**config.mk**
```make
export PLATFORM = sky130hd
export DESIGN_NAME = conv_mac_scheduler
export DESIGN_NICKNAME = d
export VERILOG_FILES = /design/src/rtl/conv_pkg.sv /design/src/rtl/conv_mac_scheduler_mult.sv /design/src/rtl/conv_mac_scheduler.sv
export SDC_FILE = /design/constraint.sdc
export NUM_CORES = 2
export LEC_CHECK = 0
export CAP_MARGIN = 20
export CORE_MARGIN = 10
export CORE_UTILIZATION = 50
export DETAILED_ROUTE_END_ITERATION = 7
export PLACE_DENSITY_LB_ADDON = 0.2
export SETUP_SLACK_MARGIN = 0.5
export SKIP_CTS_REPAIR_TIMING = 1
export SLEW_MARGIN = 20
export SYNTH_ARGS = -nofsm -noshare
export SYNTH_HDL_FRONTEND = slang
export SYNTH_SLANG_ARGS = --single-unit
```
**constraint.sdc**
```tcl
create_clock -name clk -period 36 [get_ports clk]
set_input_delay 5.4 -clock clk [delete_from_list [all_inputs] [get_ports clk]]
set_output_delay 5.4 -clock clk [all_outputs]
set_load 0.05 [all_outputs]
```
**src/rtl/conv_pkg.sv**
```systemverilog
// Shared types and arithmetic helpers for the conv2d datapath.
// Holds default widths, FSM state type, clog2 and sign-magnitude conversions.
package conv_pkg;

  localparam int DEF_DATA_WIDTH  = 32;
  localparam int DEF_FIXED_POINT = 16;

  typedef enum logic [1:0] {
    ST_IDLE,
    ST_RUN,
    ST_DONE
  } state_t;

  function automatic int clog2(input int v);
    int r;
    int x;
    r = 0;
    x = v - 1;
    while (x > 0) begin
      r++;
      x = x >> 1;
    end
    return r;
  endfunction

  // Magnitude in, two's complement out; sign with a zero magnitude gives 0.
  function automatic logic [63:0] sm_to_tc(
    input logic        sign,
    input logic [63:0] mag
  );
    return sign ? (64'd0 - mag) : mag;
  endfunction

  // Returns {sat, data}; data uses bit dw-1 as sign, magnitude below it.
  // A negative acc always has a non-zero magnitude, so zero stays positive.
  function automatic logic [64:0] tc_to_sm(
    input logic [63:0] acc,
    input int          dw
  );
    logic        neg;
    logic [63:0] mag;
    logic [63:0] sbit;
    logic [63:0] lim;
    neg  = acc[63];
    mag  = neg ? (64'd0 - acc) : acc;
    sbit = 64'd1 << (dw - 1);
    lim  = sbit - 64'd1;
    if (mag > lim) begin
      return {1'b1, (neg ? sbit : 64'd0) | lim};
    end
    return {1'b0, (neg ? sbit : 64'd0) | mag};
  endfunction

endpackage

```
**src/rtl/conv_mac_scheduler_mult.sv**
```systemverilog
// Combinational sign-magnitude fixed-point multiplier.
// Ports: i_a, i_b operands; o_p product (magnitude truncated, not saturated).
module conv_mac_scheduler_mult #(
  parameter int DATA_WIDTH  = 32,
  parameter int FIXED_POINT = 16
) (
  input  logic [DATA_WIDTH-1:0] i_a,
  input  logic [DATA_WIDTH-1:0] i_b,
  output logic [DATA_WIDTH-1:0] o_p
);

  localparam int MW = DATA_WIDTH - 1;
  localparam int HW = MW - FIXED_POINT;

  logic [2*MW-1:0]        w_full;
  logic [HW-1:0]          w_unused_hi;
  logic [MW-1:0]          w_mag;
  logic [FIXED_POINT-1:0] w_unused_lo;

  assign w_full = {{MW{1'b0}}, i_a[MW-1:0]}
                * {{MW{1'b0}}, i_b[MW-1:0]};

  // Keep only the magnitude window aligned to the fixed point.
  assign {w_unused_hi, w_mag, w_unused_lo} = w_full;

  assign o_p = {i_a[MW] ^ i_b[MW], w_mag};

endmodule

```
**src/rtl/conv_mac_scheduler.sv**
```systemverilog
// Shares one multiplier across a KSIZE x KSIZE window, one product/cycle.
// Ports: clk, reset (async high); in_valid/in_ready + in_window/in_weights;
//        out_valid/out_ready + out_data/out_sat; busy (RUN or DONE).
module conv_mac_scheduler
  import conv_pkg::*;
#(
  parameter int DATA_WIDTH  = DEF_DATA_WIDTH,
  parameter int FIXED_POINT = DEF_FIXED_POINT,
  parameter int KSIZE       = 3
) (
  input  logic                                clk,
  input  logic                                reset,
  input  logic                                in_valid,
  output logic                                in_ready,
  input  logic [KSIZE*KSIZE*DATA_WIDTH-1:0]   in_window,
  input  logic [KSIZE*KSIZE*DATA_WIDTH-1:0]   in_weights,
  output logic                                out_valid,
  input  logic                                out_ready,
  output logic [DATA_WIDTH-1:0]               out_data,
  output logic                                out_sat,
  output logic                                busy
);

  localparam int N         = KSIZE * KSIZE;
  localparam int ACC_WIDTH = DATA_WIDTH + clog2(N);
  localparam int IDX_W     = (clog2(N) > 0) ? clog2(N) : 1;
  localparam int BUS_W     = N * DATA_WIDTH;

  state_t                r_state;
  state_t                w_state_next;
  logic [BUS_W-1:0]      r_win;
  logic [BUS_W-1:0]      r_wgt;
  logic [IDX_W-1:0]      r_idx;
  logic [ACC_WIDTH-1:0]  r_acc;
  logic [DATA_WIDTH-1:0] r_out_data;
  logic                  r_out_sat;

  logic [DATA_WIDTH-1:0] w_a;
  logic [DATA_WIDTH-1:0] w_b;
  logic [DATA_WIDTH-1:0] w_prod;
  logic                  w_last;
  logic [63:0]           w_mag64;
  logic [63-ACC_WIDTH:0] w_unused_ptc;
  logic [ACC_WIDTH-1:0]  w_p_tc;
  logic [ACC_WIDTH-1:0]  w_acc_next;
  logic [63:0]           w_acc64;
  logic                  w_sat;
  logic [63-DATA_WIDTH:0] w_unused_sm;
  logic [DATA_WIDTH-1:0] w_res;

  assign w_a    = r_win[r_idx*DATA_WIDTH +: DATA_WIDTH];
  assign w_b    = r_wgt[r_idx*DATA_WIDTH +: DATA_WIDTH];
  assign w_last = (r_idx == IDX_W'(N - 1));

  conv_mac_scheduler_mult #(
    .DATA_WIDTH (DATA_WIDTH),
    .FIXED_POINT(FIXED_POINT)
  ) u_mult (
    .i_a(w_a),
    .i_b(w_b),
    .o_p(w_prod)
  );

  assign w_mag64 = {{(64-(DATA_WIDTH-1)){1'b0}},
                    w_prod[DATA_WIDTH-2:0]};

  assign {w_unused_ptc, w_p_tc} =
    sm_to_tc(w_prod[DATA_WIDTH-1], w_mag64);

  assign w_acc_next = r_acc + w_p_tc;

  assign w_acc64 = {{(64-ACC_WIDTH){w_acc_next[ACC_WIDTH-1]}},
                    w_acc_next};

  assign {w_sat, w_unused_sm, w_res} = tc_to_sm(w_acc64, DATA_WIDTH);

  always_comb begin
    w_state_next = r_state;
    unique case (r_state)
      ST_IDLE: if (in_valid) w_state_next = ST_RUN;
      ST_RUN:  if (w_last) w_state_next = ST_DONE;
      ST_DONE: if (out_ready) w_state_next = ST_IDLE;
      default: w_state_next = ST_IDLE;
    endcase
  end

  always_ff @(posedge clk or posedge reset) begin
    if (reset) begin
      r_state    <= ST_IDLE;
      r_win      <= '0;
      r_wgt      <= '0;
      r_idx      <= '0;
      r_acc      <= '0;
      r_out_data <= '0;
      r_out_sat  <= 1'b0;
    end else begin
      r_state <= w_state_next;
      unique case (r_state)
        ST_IDLE: begin
          if (in_valid) begin
            r_win <= in_window;
            r_wgt <= in_weights;
            r_acc <= '0;
            r_idx <= '0;
          end
        end
        ST_RUN: begin
          r_acc <= w_acc_next;
          r_idx <= r_idx + IDX_W'(1);
          // Final product is folded in directly so DONE starts valid.
          if (w_last) begin
            r_out_data <= w_res;
            r_out_sat  <= w_sat;
          end
        end
        default: begin
        end
      endcase
    end
  end

  assign in_ready  = (r_state == ST_IDLE);
  assign out_valid = (r_state == ST_DONE);
  assign busy      = (r_state != ST_IDLE);
  assign out_data  = r_out_data;
  assign out_sat   = r_out_sat;

endmodule

```
==> run metrics <==
Final ANT Viol Nets=0; met1 WL=84.3 mm; yosys warns=0; DP HPWL=168 mm; final worst setup slack=19.33 ns; layout cells sized above 1=5.87%; Synth Register Bits=651; DR vias=49700; kind of critical path=reg2reg; dominant cell type by area after synthesis=dfrtp_1; most used cell, CP=fa_1; CTS Buf Count=75; I/O Buffers=roughly 620; global-route wire length before repair=roughly 330 mm; Mapped Avg Cell Area=approximately 9 sq um; CTS H-tree lvls=3; Worst Path Required=between 30 and 40 ns; Slew headroom=24.6%; area grow syn2layout=17.5%; Worst setup SP type=register; Max clock buf depth=3; Cell Rows=125; period utilization=46.3%; actual slew at the worst max-slew pin=1.13 ns; maxcap violations=0; Worst-Skew Late Latency=0.68 ns; DRC=0; Final min period=16.67 ns; Vias/cell=5.68; Die ar.=131000 sq um; Async SR Flop Fraction=100%; mapped cell area=slightly below 60000 sq um; RSZ-0062 raised after global routing=false; Routed wire per std cell=~25 um; Worst EP arrival=roughly 17 ns; critical path endpoint category=register; I/O pins=616; Final nets=8659; clock skew=0.0334 ns; Main synth FF type=dfrtp_1; count of final hold-check violations=0; status=completed; GR Overflow Total=0; Yosys top cell area share=27.8%; Fillers=10200; Synth Net Count=8225; Setup TNS=0 ns; core area=116000 sq um; Tot GR Track Use=about 33%; die width=362 um; clock root cell=clkbuf_16; Initial DRC Count=4612; post-synthesis sequential area ratio=between 20 and 30%; Cell variety after synth=87; Max stage delay cell, worst path=o41ai_1; Synth area leaders=dfrtp_1 28%, fa_1 25%, nand2_1 15%; total routed wirelength=215 mm; largest net degree at the start of global routing=~230; metal2 WL=98.7 mm; Clk pin slew, worst setup/hold paths=about 0.060 ns; setup violators final=0; maximum fanout along the worst path=39; Synth Instances=about 6700; Clock Sinks=651; Max Used Layer=met5; initial antenna violation count=45; worst min path class=reg2reg; Slew Viols, Final=0; met3 routed WL=21.0 mm; CTS tree=yes; number of synthesized flops with an enable pin=0; dpl ws=19.52 ns; initial core utilization=just over 50%; number of global-route vias before repair=52300; FMAX=0.0600 GHz; chip height=between 300 and 400 um; Largest stage delay, worst path=0.94 ns; 1st-pass router iterations=6; final estimated routing congestion in global placement=0.979
[sequential cells by signal, indices dropped and copies added, names as in the netlist]
register,cells
r_win,288
r_acc,36
r_state,2
out_data,32
r_idx,4
out_sat,1
r_wgt,288
[layout make-up]
cell class	count	area, sq um	area share (%)
multi-input combinational	4898	38100	55.3
inverter	779	2930	4.26
antenna	28	70.1	0.102
timing repair buffer	730	7060	10.3
clock buffer	105	2120	3.08
tap	1524	1910	2.77
clock inverter	29	357	0.518
sequential	651	16300	23.7
[cells in the final DEF, fill, tap and decap left out, types with 18 or more instances in the layout]
cell,synthesis,layout
a211oi_1,20,20
a21o_1,47,47
a21oi_1,111,108
and2_1,62,61
buf_4,3,111
clkbuf_1,337,18
clkbuf_16,0,76
clkdlybuf4s50_1,0,615
dfrtp_1,651,647
diode_2,0,28
fa_1,735,735
ha_1,209,209
inv_1,779,778
mux2i_1,92,92
mux4_2,121,121
nand2_1,2387,2386
nand3_1,70,70
nand4_1,30,30
nor2_1,386,386
nor3_1,36,36
nor4_1,18,18
o21a_1,45,45
o21ai_0,123,105
o21ai_1,33,26
o21ai_2,0,24
o31ai_1,18,18
or3_1,19,19
xnor2_1,86,86
xor2_1,34,34
[kinds of logic (layout without fill, tap and decap cells)]
kind of cell / count (synthesis) / after routing / synth area share [%]
XOR/XNOR: 122 / 122 / 1.88
AO/OA/AOI/OAI: 521 / 521 / 5.78
flip-flops: 651 / 651 / 27.8
multiplexers: 214 / 214 / 6.25
adder cells (fa/ha/maj): 944 / 944 / 29.6
other: 0 / 28 / 0
buffers and inverters: 1152 / 1643 / 7.47
AND/OR/NAND/NOR: 3097 / 3097 / 21.2
[synthesized netlist by cell type (all sizes together), types with 4 or more instances]
cell	number
nor4	19
and3	14
nor2	386
a21o	47
mux2i	92
clkbuf	337
buf	36
o211ai	10
or4	6
nor3	36
or2	15
a31oi	16
a221o	4
nand3b	5
o21bai	13
a221oi	8
nor2b	7
o21ai	156
and2	63
xor2	34
fa	735
a21oi	112
nor3b	4
o32ai	12
or3	20
a211o	7
mux4	121
nand2b	13
nand4	30
o31a	4
o41ai	6
ha	209
xnor2	86
o21a	45
a22oi	4
and4	10
o31ai	18
a2111oi	8
dfrtp	651
a211oi	21
nand3	70
nand2	2387
inv	779
[critical path: cells and delay by family, from the launching register on]
| family | cells | cell delay [ns] |
|---|---|---|
| AOI/OAI and AO/OA | 12 | 3.56 |
| xor gates and xnor gates | 2 | 0.40 |
| muxes | 3 | 1.41 |
| buffers and inverters | 7 | 1.66 |
| DFF | 1 | 0.70 |
| adders and majority gates | 10 | 5.08 |
| and+or+nand+nor | 12 | 3.60 |
[per-layer routing]
metal | track usage, % | up-vias
li1 | - | 21700
met1 | 42.6 | 25100
met2 | 51.4 | 2329
met3 | 9.09 | 513
met4 | 14.7 | 30
met5 | 0 | -
[final timing paths]
check	cells past startpoint	end	start	slack (ns)
setup / recovery	46	out_data[13]$_DFFE_PP0P_	r_idx[1]$_DFFE_PP0P_	19.33
hold reg to reg	2	r_wgt[69]$_DFFE_PP0P_	r_wgt[69]$_DFFE_PP0P_	0.47
max in group asynchronous	6	r_idx[0]$_DFFE_PP0P_	reset	26.77
setup reg to reg	46	out_data[13]$_DFFE_PP0P_	r_idx[1]$_DFFE_PP0P_	19.33
min in group asynchronous	2	r_wgt[3]$_DFFE_PP0P_	reset	5.35
hold / removal	2	r_wgt[69]$_DFFE_PP0P_	r_wgt[69]$_DFFE_PP0P_	0.47
[per-stage QoR]
stage                     hold slack [ns]  instances  cell area, sq um  utilization, %
after floorplan                     0.437       6701             58600               -
after global placement              0.453       8581             66200            57.0
after detailed placement            0.457       8582             66200            57.0
after CTS                           0.470       8716             68700            59.1
after global routing                0.486       8737             68800            59.2
final                               0.469       8744             68800            59.2
Power is left out: the tool's default activity adds up to more than one toggle a clock period on the data nets, which glitch-free logic cannot reach.
